--- config.mk ---
export PLATFORM = sky130hd
export DESIGN_NAME = mmio_port_unit
export DESIGN_NICKNAME = d
export VERILOG_FILES = /design/src/rtl/mmio_port_unit.sv
export SDC_FILE = /design/constraint.sdc
export NUM_CORES = 1
export LEC_CHECK = 0
export CAP_MARGIN = 0
export CELL_PAD_IN_SITES_DETAIL_PLACEMENT = 0
export CELL_PAD_IN_SITES_GLOBAL_PLACEMENT = 1
export CORE_UTILIZATION = 25
export DETAILED_ROUTE_END_ITERATION = 8
export MAX_ROUTING_LAYER = met4
export PLACE_DENSITY = 0.82
export SKIP_CTS_REPAIR_TIMING = 1
export SLEW_MARGIN = 20
export SYNTH_ARGS = -nofsm -noshare
export SYNTH_HDL_FRONTEND = slang
export SYNTH_SLANG_ARGS = --single-unit
--- constraint.sdc ---
create_clock -name clk -period 3.06 [get_ports clk]
set_input_delay 0.765 -clock clk [delete_from_list [all_inputs] [get_ports clk]]
set_output_delay 0.765 -clock clk [all_outputs]
set_load 0.02 [all_outputs]
--- src/rtl/mmio_port_unit.sv ---
// mmio_port_unit
// Memory-mapped I/O unit beside the core's data memory. It claims three word
// addresses and returns their contents on IOReadData whenever IOHit is high:
//   BASE_ADDR + 0 : PORT_OUT (R/W) 32-bit output latch driving PortOut
//   BASE_ADDR + 4 : PORT_IN  (RO)  {24'b0, committed} synchronized PortIn
//   BASE_ADDR + 8 : STATUS   (RO)  bit0 IN_CHG, bit1 OUT_WR; sticky, a read clears
//
// Ports:
//   clk, reset         clock, asynchronous active-high reset
//   Address            byte address from the ALU result
//   WriteData          store data
//   MemWrite, MemRead  store / load strobes
//   PortIn             asynchronous external 8-bit input
//   IOHit              Address matches one of the three registers (combinational)
//   IOReadData         read data, 0 when IOHit is low (combinational)
//   PortOut            registered output latch
//
// Build option: define MMIO_DEBOUNCE_EN to insert the debounce FSM between the
// synchronizer and `committed`; otherwise `committed` follows the synchronizer
// directly and DEBOUNCE_CYCLES is ignored.

module mmio_port_unit #(
    parameter logic [31:0] BASE_ADDR       = 32'h1001_0024,
    parameter int unsigned DEBOUNCE_CYCLES = 4
) (
    input  logic        clk,
    input  logic        reset,
    input  logic [31:0] Address,
    input  logic [31:0] WriteData,
    input  logic        MemWrite,
    input  logic        MemRead,
    input  logic [7:0]  PortIn,
    output logic        IOHit,
    output logic [31:0] IOReadData,
    output logic [31:0] PortOut
);

    localparam logic [31:0] AddrOut  = BASE_ADDR;
    localparam logic [31:0] AddrIn   = BASE_ADDR + 32'd4;
    localparam logic [31:0] AddrStat = BASE_ADDR + 32'd8;

    if (DEBOUNCE_CYCLES < 2 || DEBOUNCE_CYCLES > 255) begin : g_bad_debounce
        $error("mmio_port_unit: DEBOUNCE_CYCLES must be in 2..255");
    end

    // Address decode: exact word matches only
    logic aligned;
    logic hit_out, hit_in, hit_stat;

    assign aligned  = (Address[1:0] == 2'b00);
    assign hit_out  = aligned && (Address == AddrOut);
    assign hit_in   = aligned && (Address == AddrIn);
    assign hit_stat = aligned && (Address == AddrStat);
    assign IOHit    = hit_out | hit_in | hit_stat;

    logic wr_out, rd_stat;
    assign wr_out  = MemWrite && hit_out;
    assign rd_stat = MemRead && hit_stat;

    logic [31:0] port_out_q, port_out_d;
    logic [7:0]  s1_q, s2_q;
    logic [7:0]  committed_q, committed_d;
    logic        in_chg_q, in_chg_d;
    logic        out_wr_q, out_wr_d;
    logic        in_set;

`ifdef MMIO_DEBOUNCE_EN
    typedef enum logic [0:0] {StIdle, StSettle} state_e;

    localparam logic [7:0] CntTarget = 8'(DEBOUNCE_CYCLES);

    state_e     state_q, state_d;
    logic [7:0] candidate_q, candidate_d;
    logic [7:0] cnt_q, cnt_d;

    always_comb begin
        state_d     = state_q;
        candidate_d = candidate_q;
        cnt_d       = cnt_q;
        committed_d = committed_q;
        in_set      = 1'b0;
        case (state_q)
            StIdle: begin
                if (s2_q != committed_q) begin
                    candidate_d = s2_q;
                    cnt_d       = 8'd1;
                    state_d     = StSettle;
                end
            end
            StSettle: begin
                if (s2_q == committed_q) begin
                    // Input fell back before settling: drop it silently
                    state_d = StIdle;
                    cnt_d   = 8'd0;
                end else if (s2_q != candidate_q) begin
                    candidate_d = s2_q;
                    cnt_d       = 8'd1;
                end else if (cnt_q + 8'd1 == CntTarget) begin
                    committed_d = candidate_q;
                    in_set      = 1'b1;
                    state_d     = StIdle;
                    cnt_d       = 8'd0;
                end else begin
                    cnt_d = cnt_q + 8'd1;
                end
            end
            default: state_d = StIdle;
        endcase
    end

    always_ff @(posedge clk or posedge reset) begin
        if (reset) begin
            state_q     <= StIdle;
            candidate_q <= 8'd0;
            cnt_q       <= 8'd0;
        end else begin
            state_q     <= state_d;
            candidate_q <= candidate_d;
            cnt_q       <= cnt_d;
        end
    end
`else
    always_comb begin
        committed_d = s2_q;
        in_set      = (s2_q != committed_q);
    end
`endif

    // A set on the same edge as a read-clear wins
    always_comb begin
        port_out_d = wr_out ? WriteData : port_out_q;
        in_chg_d   = in_set | (in_chg_q & ~rd_stat);
        out_wr_d   = wr_out | (out_wr_q & ~rd_stat);
    end

    always_ff @(posedge clk or posedge reset) begin
        if (reset) begin
            port_out_q  <= 32'd0;
            s1_q        <= 8'd0;
            s2_q        <= 8'd0;
            committed_q <= 8'd0;
            in_chg_q    <= 1'b0;
            out_wr_q    <= 1'b0;
        end else begin
            port_out_q  <= port_out_d;
            s1_q        <= PortIn;
            s2_q        <= s1_q;
            committed_q <= committed_d;
            in_chg_q    <= in_chg_d;
            out_wr_q    <= out_wr_d;
        end
    end

    // Read mux shows pre-edge state, so a STATUS read sees the value before it clears
    always_comb begin
        IOReadData = 32'd0;
        if (hit_out) begin
            IOReadData = port_out_q;
        end else if (hit_in) begin
            IOReadData = {24'd0, committed_q};
        end else if (hit_stat) begin
            IOReadData = {30'd0, out_wr_q, in_chg_q};
        end
    end

    assign PortOut = port_out_q;

endmodule

# After elaboration in Yosys (flattened, before gate mapping)
# Index checks and enable logic that the tools add are counted.
word_totals:
  out_inout_bits: 65
  latch_bits: 0
  romBits: 0
  in_bits: 76
  wordCells: 26
  mem_count: 0
  ramBits: 0
  regBits: 58
op_classes:
  add_sub_neg: 0
  n_mul: 0
  eq_ne: 4
  mux: 3
  div: 0
  n_shift: 0
  magnitude_cmp: 0
  bitwise_logic: 7
  reduce_logical: 6
ops:
  columns: ["op", "count"]
  rows:
  - ["equality test 32 x 29 -> 1 bit, second input constant", 3]
  - ["2-to-1 mux 32 bit", 1]
  - ["2-to-1 mux 8 bit", 1]
  - ["inequality test 8 bit", 1]
  - ["logical AND 1 bit", 5]
  - ["bitwise OR 1 bit", 4]
  - ["AND 1 bit", 2]
  - ["zero test 2 bit", 1]
  - ["2-to-1 mux 2 bit", 1]
  - ["NOT 1 bit", 1]

# Logic depth before layout (Yosys ltp)
# Gate-level depths: netlist of the first run.
depth:
  word_depth: 6
  depth_mapped: 6
  mapped_depth_nobuf: 4

# Least setup slack after synthesis of the first run
# Ideal clock, no wire load.
synth_timing:
  path_type: "input port to output port"
  startpoint: "input port Address[26]"
  endpoint: "output port IOReadData[10]"
  path_slack_ns: 0.134
  t_arrival_ns: 2.161
  required_ns: 2.295
  cell_stages: 5
  n_path_buf: 1
  path_cell_list: "nor4b_1 > nand4_1 > nor3_1 > clkbuf_1 > and2_1"
synth_via:
  elab_chain_cells: 3
synth_lines:
  columns: ["element", "line_no", "source"]
  rows:
  - ["start: declaration", "28", "input logic [31:0] Address,"]
  - ["equality test 32 x 29 -> 1 bit", "51", "assign hit_out = aligned && (Address == AddrOut);"]
  - ["logical AND 1 bit", "51", null]
  - ["2-to-1 mux 32 bit", "157", "if (hit_out) begin"]
  - ["end: declaration", "34", "output logic [31:0] IOReadData,"]
# Every way passes these cells.

# Worst setup path after layout of the first run
layout_timing:
  startpoint: "input port Address[23]"
  endpoint: "output port IOReadData[7]"
layout_via:
  elab_chain_cells: 4
  elab_cells_between_ends: 6
  cone_classes: "eq/ne (2); mux (2); reduce/logical (2)"
layout_lines:
  columns: ["element", "line_no", "source"]
  rows:
  - ["equality test 32 x 29 -> 1 bit", "52", "assign hit_in = aligned && (Address == AddrIn);"]
  - ["logical AND 1 bit", "52", null]
  - ["2-to-1 mux 8 bit", "159", "end else if (hit_in) begin"]
  - ["2-to-1 mux 32 bit (*)", "157", null]
# Mark *: on every way between the ends. The rest lies on a longest branch, timed or not.

==> out/results.txt, run 1 <==
Die H -> 99.9 µm
Req. time, crit path -> 2290 ps
layout overhead on the synthesized area -> 91.1%
crit path kind -> primary input to primary output
worst path cell trace -> dlymetal6s2s_1 -> nor4_1 -> nand4_1 -> buf_4 -> or2_4 -> nor2_4 -> buf_6
Synth async-reset ratio -> 100%
Final GP Congestion -> 0.724
Initial Util -> 25.9%
first-pass GRT wire length -> 10100 µm
Routed Antenna Nets -> 0
routed len/inst -> 15.5 µm
clock buffer depth -> 2
worst hold margin -> 346 ps
Rel. slew slack -> 59.2%
Overall Global Routing Usage -> 13.6%
H-tree levels -> 3
end of the worst hold path -> committed_d[4]$_DFF_PP0_
Fin Setup TNS -> 0 ps
Worst Hold Class -> flip-flop to flip-flop
Post-synth top flop -> dfrtp_1
M1 GR Usage -> 16.3%
TritonRoute pass-1 iters -> 6
worst setup margin -> 21.4 ps
Synth Area in Adders -> 0%
antenna cells -> 0
Slew Limit Fails -> 0
filler cell count -> 811
initial antenna violation count -> 0
worst-margin pin slew -> 611 ps
Final Hold Vio Count -> 0
status -> complete, no violations
syn_area_per_cell -> 13.4 µm²
top-area cell type share of the netlist area -> 60.6%
largest net degree at the start of global routing -> 33
Rows -> 35
RR Startpoint -> committed_q[4]$_DFF_PP0_
number of global-route vias before repair -> 2070
I/O pin count -> 141
Total Power -> 1.67 mW
Worst-Skew Late Latency -> 330 ps
Tmin final -> 3040 ps
post-DP HPWL -> 4730 µm
core outline area -> 9240 µm²
Slowest cell on crit path -> nor4_1
Hold Path Cell Cnt -> 0
Inserted Clock Buffers -> 9
Setup crit start kind -> primary input
max cap viols -> 0
Compound-Gate Fraction of Synth Area -> 3.29%
Final Instance Area -> 4580 µm²
worst reg2reg path depth -> 3
PD cells -> 364 nW/µm²
PortBufs -> 140
layout cell share with drive strength beyond 1 -> 39.1%
largest family of logic cells by synthesized area -> multiplexers
Synth area leader -> dfrtp_1
clock-pin slew on the worst setup and hold paths -> 70 ps
pre-CTS WS -> -702 ps
leak pwr -> 2.26 nW
remaining global-route overflow -> 0
Max Clk Rate -> 0.329 GHz
clk sink count -> 58
crit-path max FO -> 5
reg-to-reg endpoint -> in_chg_q$_DFF_PP0_
post-synthesis cell count -> 179
Crit. End Element -> primary output
synth top area cells -> dfrtp_1 61%, mux2_2 15%, and2_1 6.3%
nets@finish -> 419
GR met2 Demand/Resource -> 22.3%
clk root buf -> clkbuf_8
placed cell areas -> 4050 µm²
Pint -> 1.26 mW
RSZ-0062 raised after global routing -> no
sequential share of power -> 47.5%
sequential share of the synthesized area -> 60.6%
Finish-stage setup viols -> 0
Post-synth EDFFs -> 0
Syn Nets -> 255
final WL -> 7400 µm
Critical Path AT -> 2270 ps
post-synthesis mux area share -> 16.0%
maximum vdd drop -> 0.000210 V
Worst Min Path Start -> s1_q[4]$_DFF_PP0_
1st-iter DRT viols -> 25
skew final -> 5.84 ps
switching part of the total -> 24.2%
Vias/cell -> 4.26
count of different cell masters after synthesis -> 24
top-count cell post-synth -> dfrtp_1
simple-gate share of the synthesized area -> 14.5%
gr busiest metal -> met2
Comb pwr share -> 9.2%
critical path's largest stage delay -> 360 ps
P_sw -> 0.404 mW
crit share post-route -> 99.3%
r2r setup slk -> 1920 ps
Die W -> 99.9 µm
via count -> 2033
Remaining DRCs -> 0
GR Layer Usage met3 -> 4.25%
Post-Syn Area -> 2390 µm²
YS warnings -> 0
synth cell count leaders -> 58 x dfrtp_1, 32 x mux2_2, 24 x and2_1, 11 x nor2_1
TritonCTS clock tree -> built
clock network fraction of total power -> 43.3%
xor/xnor share of the synthesized area -> 2.93%
area of the die -> 9980 µm²
FF+latch count, synth -> 58
==> power groups by stage <==
stage          Clock (mW)  Sequential (mW)  Combinational (mW)
2_1_floorplan           0            0.804              0.0315
3_3_place_gp            0            0.806               0.145
3_5_place_dp            0            0.806               0.147
4_1_cts             0.759            0.791               0.148
5_1_grt             0.791            0.793               0.165
6_report            0.723            0.791               0.153
==> area by class of cell <==
class | instances | area (µm²) | area share [%]
timing repair buffer | 160 | 1700 | 37.1
inverter | 3 | 11.3 | 0.246
tap | 129 | 161 | 3.53
clock buffer | 9 | 124 | 2.71
clock inverter | 7 | 78.8 | 1.72
multi-input combinational | 111 | 1050 | 23.0
sequential | 58 | 1450 | 31.7
==> sequential cells by signal, summed over array words and instances, names as in the netlist <==
| signal | cells |
|---|---|
| s1_q | 8 |
| PortOut | 32 |
| in_chg_q | 1 |
| committed_d | 8 |
| out_wr_q | 1 |
| committed_q | 8 |
==> worst max path at each step <==
| stage | start | endpoint | slack [ps] | depth (start not counted) |
|---|---|---|---|---|
| floorplan | Address[26] | IOReadData[10] | 130 | 5 |
| global placement | Address[4] | IOReadData[7] | -740 | 7 |
| detailed placement | Address[4] | IOReadData[7] | -700 | 7 |
| CTS | Address[4] | IOReadData[7] | -730 | 7 |
| global route | Address[23] | IOReadData[7] | 10 | 7 |
| finish | Address[23] | IOReadData[7] | 20 | 7 |
==> metal layers <==
| metal | up-vias | share of wire (%) |
|---|---|---|
| met5 | - | 0 |
| met4 | 0 | 0.63 |
| met3 | 5 | 8.0 |
| met2 | 92 | 49 |
| met1 | 983 | 42 |
| li1 | 953 | - |
==> per-stage QoR <==
step,utilization (%),std cells
after detailed placement,43.8,454
after global placement,43.8,454
after global routing,49.5,477
after CTS,46.0,470
after floorplan,-,179
final,49.5,477
==> cells in the final DEF (no fill, tap or decap), drive strengths merged <==
master | netlist | final
nor3 | 2 | 2
clkbuf | 3 | 11
nor4b | 3 | 3
xor2 | 8 | 8
nand4 | 2 | 2
nand3 | 3 | 3
mux2 | 34 | 34
nand2 | 2 | 2
o31ai | 1 | 1
nor2 | 11 | 11
nand2b | 1 | 1
bufinv | 0 | 1
or2 | 1 | 2
dlymetal6s2s | 0 | 32
a22oi | 8 | 8
nor2b | 2 | 2
clkinv | 0 | 2
o221a | 1 | 1
clkinvlp | 0 | 3
clkdlybuf4s50 | 0 | 75
nor4 | 7 | 7
inv | 3 | 4
dfrtp | 58 | 58
buf | 5 | 51
and2 | 24 | 24
==> cells by family (layout without fill, tap and decap cells) <==
kind of cell,after synthesis,count (layout)
muxes,34,34
DFF,58,58
AOI/OAI and AO/OA,10,10
xor gates and xnor gates,8,8
and+or+nand+nor,58,59
buffers and inverters,11,179
==> worst max-delay path: cells and delay by family <==
family	cells	cell delay, ps
buffers and inverters	3	470
AND/OR/NAND/NOR	4	1030
Power figures use the tool's default switching activity.
==> inputs of run 2 (changes only) <==
- CAP_MARGIN: 0 -> default
- CORE_UTILIZATION: 25 -> 28
- PLACE_DENSITY: 0.82 -> 0.9
==> run 2 against run 1 <==
Cell area shrank 6.2%. Critical path depth did not move. Fmax rose by 2.3%. Cell count shrank 5.9%. Die area decreased by 11%. Register-to-register slack hardly changed. Clock power up 10%. Wire length fell by 8.9%. Critical endpoint is now IOReadData[27]. Largest power group is now the clock network.
==> out/results.txt, run 2 (same netlist as run 1, synthesis figures left out) <==
flip-flop count of the largest register after layout -> 32 (unchanged)
Vias/cell -> 4.49 (+5.2%)
routed len/inst -> 15.0 µm (-3.2%)
Setup crit start kind -> primary input
filler-free cell count of the finished design -> 449 (-5.9%)
worst path cell trace -> clkdlybuf4s50_1 -> nor2b_4 -> nand3_1 -> nor3_4 -> buf_12 -> and2_1 -> clkbuf_2
Layout Utilization -> 52.0% (+2.5 points)
status -> complete, no violations
via count -> 2014 (-0.93%)
skew final -> 9.80 ps (+3.97 ps)
Final Hold Vio Count -> 0 (unchanged)
number of global-route vias before repair -> 2112 (+2.0%)
Routed Antenna Nets -> 0 (unchanged)
Rel. slew slack -> 65.0% (+5.7 points)
antenna cells -> 0 (unchanged)
area of the die -> 8930 µm² (-11%)
Inserted Clock Buffers -> 9 (unchanged)
TritonCTS clock tree -> built
placed cell areas -> 4000 µm² (-1.2%)
worst-margin pin slew -> 525 ps (-85.8 ps)
Slew Limit Fails -> 0 (unchanged)
clk sink count -> 58 (unchanged)
most frequent cells in the layout -> 79 x clkdlybuf4s50_1, 58 x dfrtp_1, 32 x mux2_2, 29 x dlymetal6s2s_1, 27 x clkbuf_2
Max Clk Rate -> 0.337 GHz (+2.3%)
TritonRoute pass-1 iters -> 4 (-2)
initial antenna violation count -> 0 (unchanged)
I/O pin count -> 141 (unchanged)
layout cell share with drive strength beyond 1 -> 32.3% (-6.8 points)
crit path kind -> primary input to primary output
Initial Util -> 29.0% (+3.1 points)
PortBufs -> 140 (unchanged)
Worst Hold Class -> flip-flop to flip-flop
clk root buf -> clkbuf_8
clock buffer depth -> 2 (unchanged)
crit-path max FO -> 24 (+19)
Crit. End Element -> primary output
largest net degree at the start of global routing -> 38 (+15%)
Critical Path AT -> 2210 ps (-60 ps)
nets@finish -> 415 (-0.95%)
Die W -> 94.5 µm (-5.4%)
remaining global-route overflow -> 0 (unchanged)
Rows -> 33 (-5.7%)
1st-iter DRT viols -> 83 (+230%)
Overall Global Routing Usage -> 15.0% (+1.3 points)
core outline area -> 8260 µm² (-11%)
most common cell after layout, fill and taps aside -> clkdlybuf4s50_1
Final GP Congestion -> 0.723 (-0.18%)
clock-pin slew on the worst setup and hold paths -> 80 ps (about the same)
maximum vdd drop -> 0.000373 V (+78%)
crit share post-route -> 97.1% (-2.2 points)
Remaining DRCs -> 0 (unchanged)
post-DP HPWL -> 4950 µm (+4.5%)
Final Instance Area -> 4290 µm² (-6.2%)
H-tree levels -> 3 (unchanged)
Die H -> 94.5 µm (-5.4%)
PD cells -> 405 nW/µm² (+11%)
Req. time, crit path -> 2290 ps (about the same)
leak pwr -> 2.18 nW (-3.7%)
DP Cell Count -> 429 (-5.5%)
Slowest cell on crit path -> clkdlybuf4s50_1
critical path's largest stage delay -> 490 ps (+130 ps)
first-pass GRT wire length -> 9790 µm (-3.5%)
Crit path max-delay family -> buffers and inverters
Tmin final -> 2970 ps (-67.7 ps)
WP buf/inv -> 3 (unchanged)
final WL -> 6750 µm (-8.9%)
Finish-stage setup viols -> 0 (unchanged)
layout overhead on the synthesized area -> 79.2%
max cap viols -> 0 (unchanged)
Worst-Skew Late Latency -> 330 ps (about the same)
run 2: cell count changes in the layout (fill, tap and decap cells not counted), sizes merged:
cell,delta
buf,-30
bufinv,+1
clkbuf,+26
clkdlybuf4s50,+4
clkinv,+1
clkinvlp,-2
dlymetal6s2s,-3
inv,-1
run 2: where the power goes:
part           leakage [nW]  internal (mW)  switching [mW]
clock network         0.112          0.482           0.314
registers             0.750          0.783         0.00913
logic                  1.32         0.0996          0.0509
total                  2.18           1.36           0.374
run 2: through the flow:
step / power (mW) / hold WS (ps) / setup TNS [ps] / setup slack, ps
after floorplan: 0.835 / 331 / 0 / 134
after global placement: 0.949 / 333 / -21460 / -717
after detailed placement: 0.953 / 335 / -21920 / -710
after CTS: 1.77 / 350 / -22010 / -724
after global routing: 1.81 / 357 / -176 / -19.7
final: 1.74 / 345 / 0 / 89.1
run 2: cell type report:
class | instances | area (µm²)
clock buffer | 10 | 138
multi-input combinational | 111 | 996
clock inverter | 6 | 90.1
tap | 105 | 131
sequential | 58 | 1450
fill | 735 | 3970
inverter | 3 | 11.3
timing repair buffer | 156 | 1470
run 2: per-layer routing:
metal	GRT usage (%)	vias up	share of wire, %
li1	-	946	-
met1	17.0	969	39
met2	26.2	97	52
met3	3.54	2	7.9
met4	4.29	0	0.24
met5	-	-	0
run 2: final timing paths:
kind                                                  to  cells past startpoint  slack, ps                     start
min in group asynchronous         PortOut[6]$_DFFE_PP0P_                      2        790                     reset
worst min register to register  committed_d[4]$_DFF_PP0_                      0        340         s1_q[4]$_DFF_PP0_
max in group asynchronous         PortOut[7]$_DFFE_PP0P_                      3       1680                     reset
worst max-delay path                      IOReadData[27]                      7         90                Address[2]
worst min-delay path            committed_d[4]$_DFF_PP0_                      0        340         s1_q[4]$_DFF_PP0_
worst max register to register        in_chg_q$_DFF_PP0_                      3       1930  committed_q[3]$_DFF_PP0_
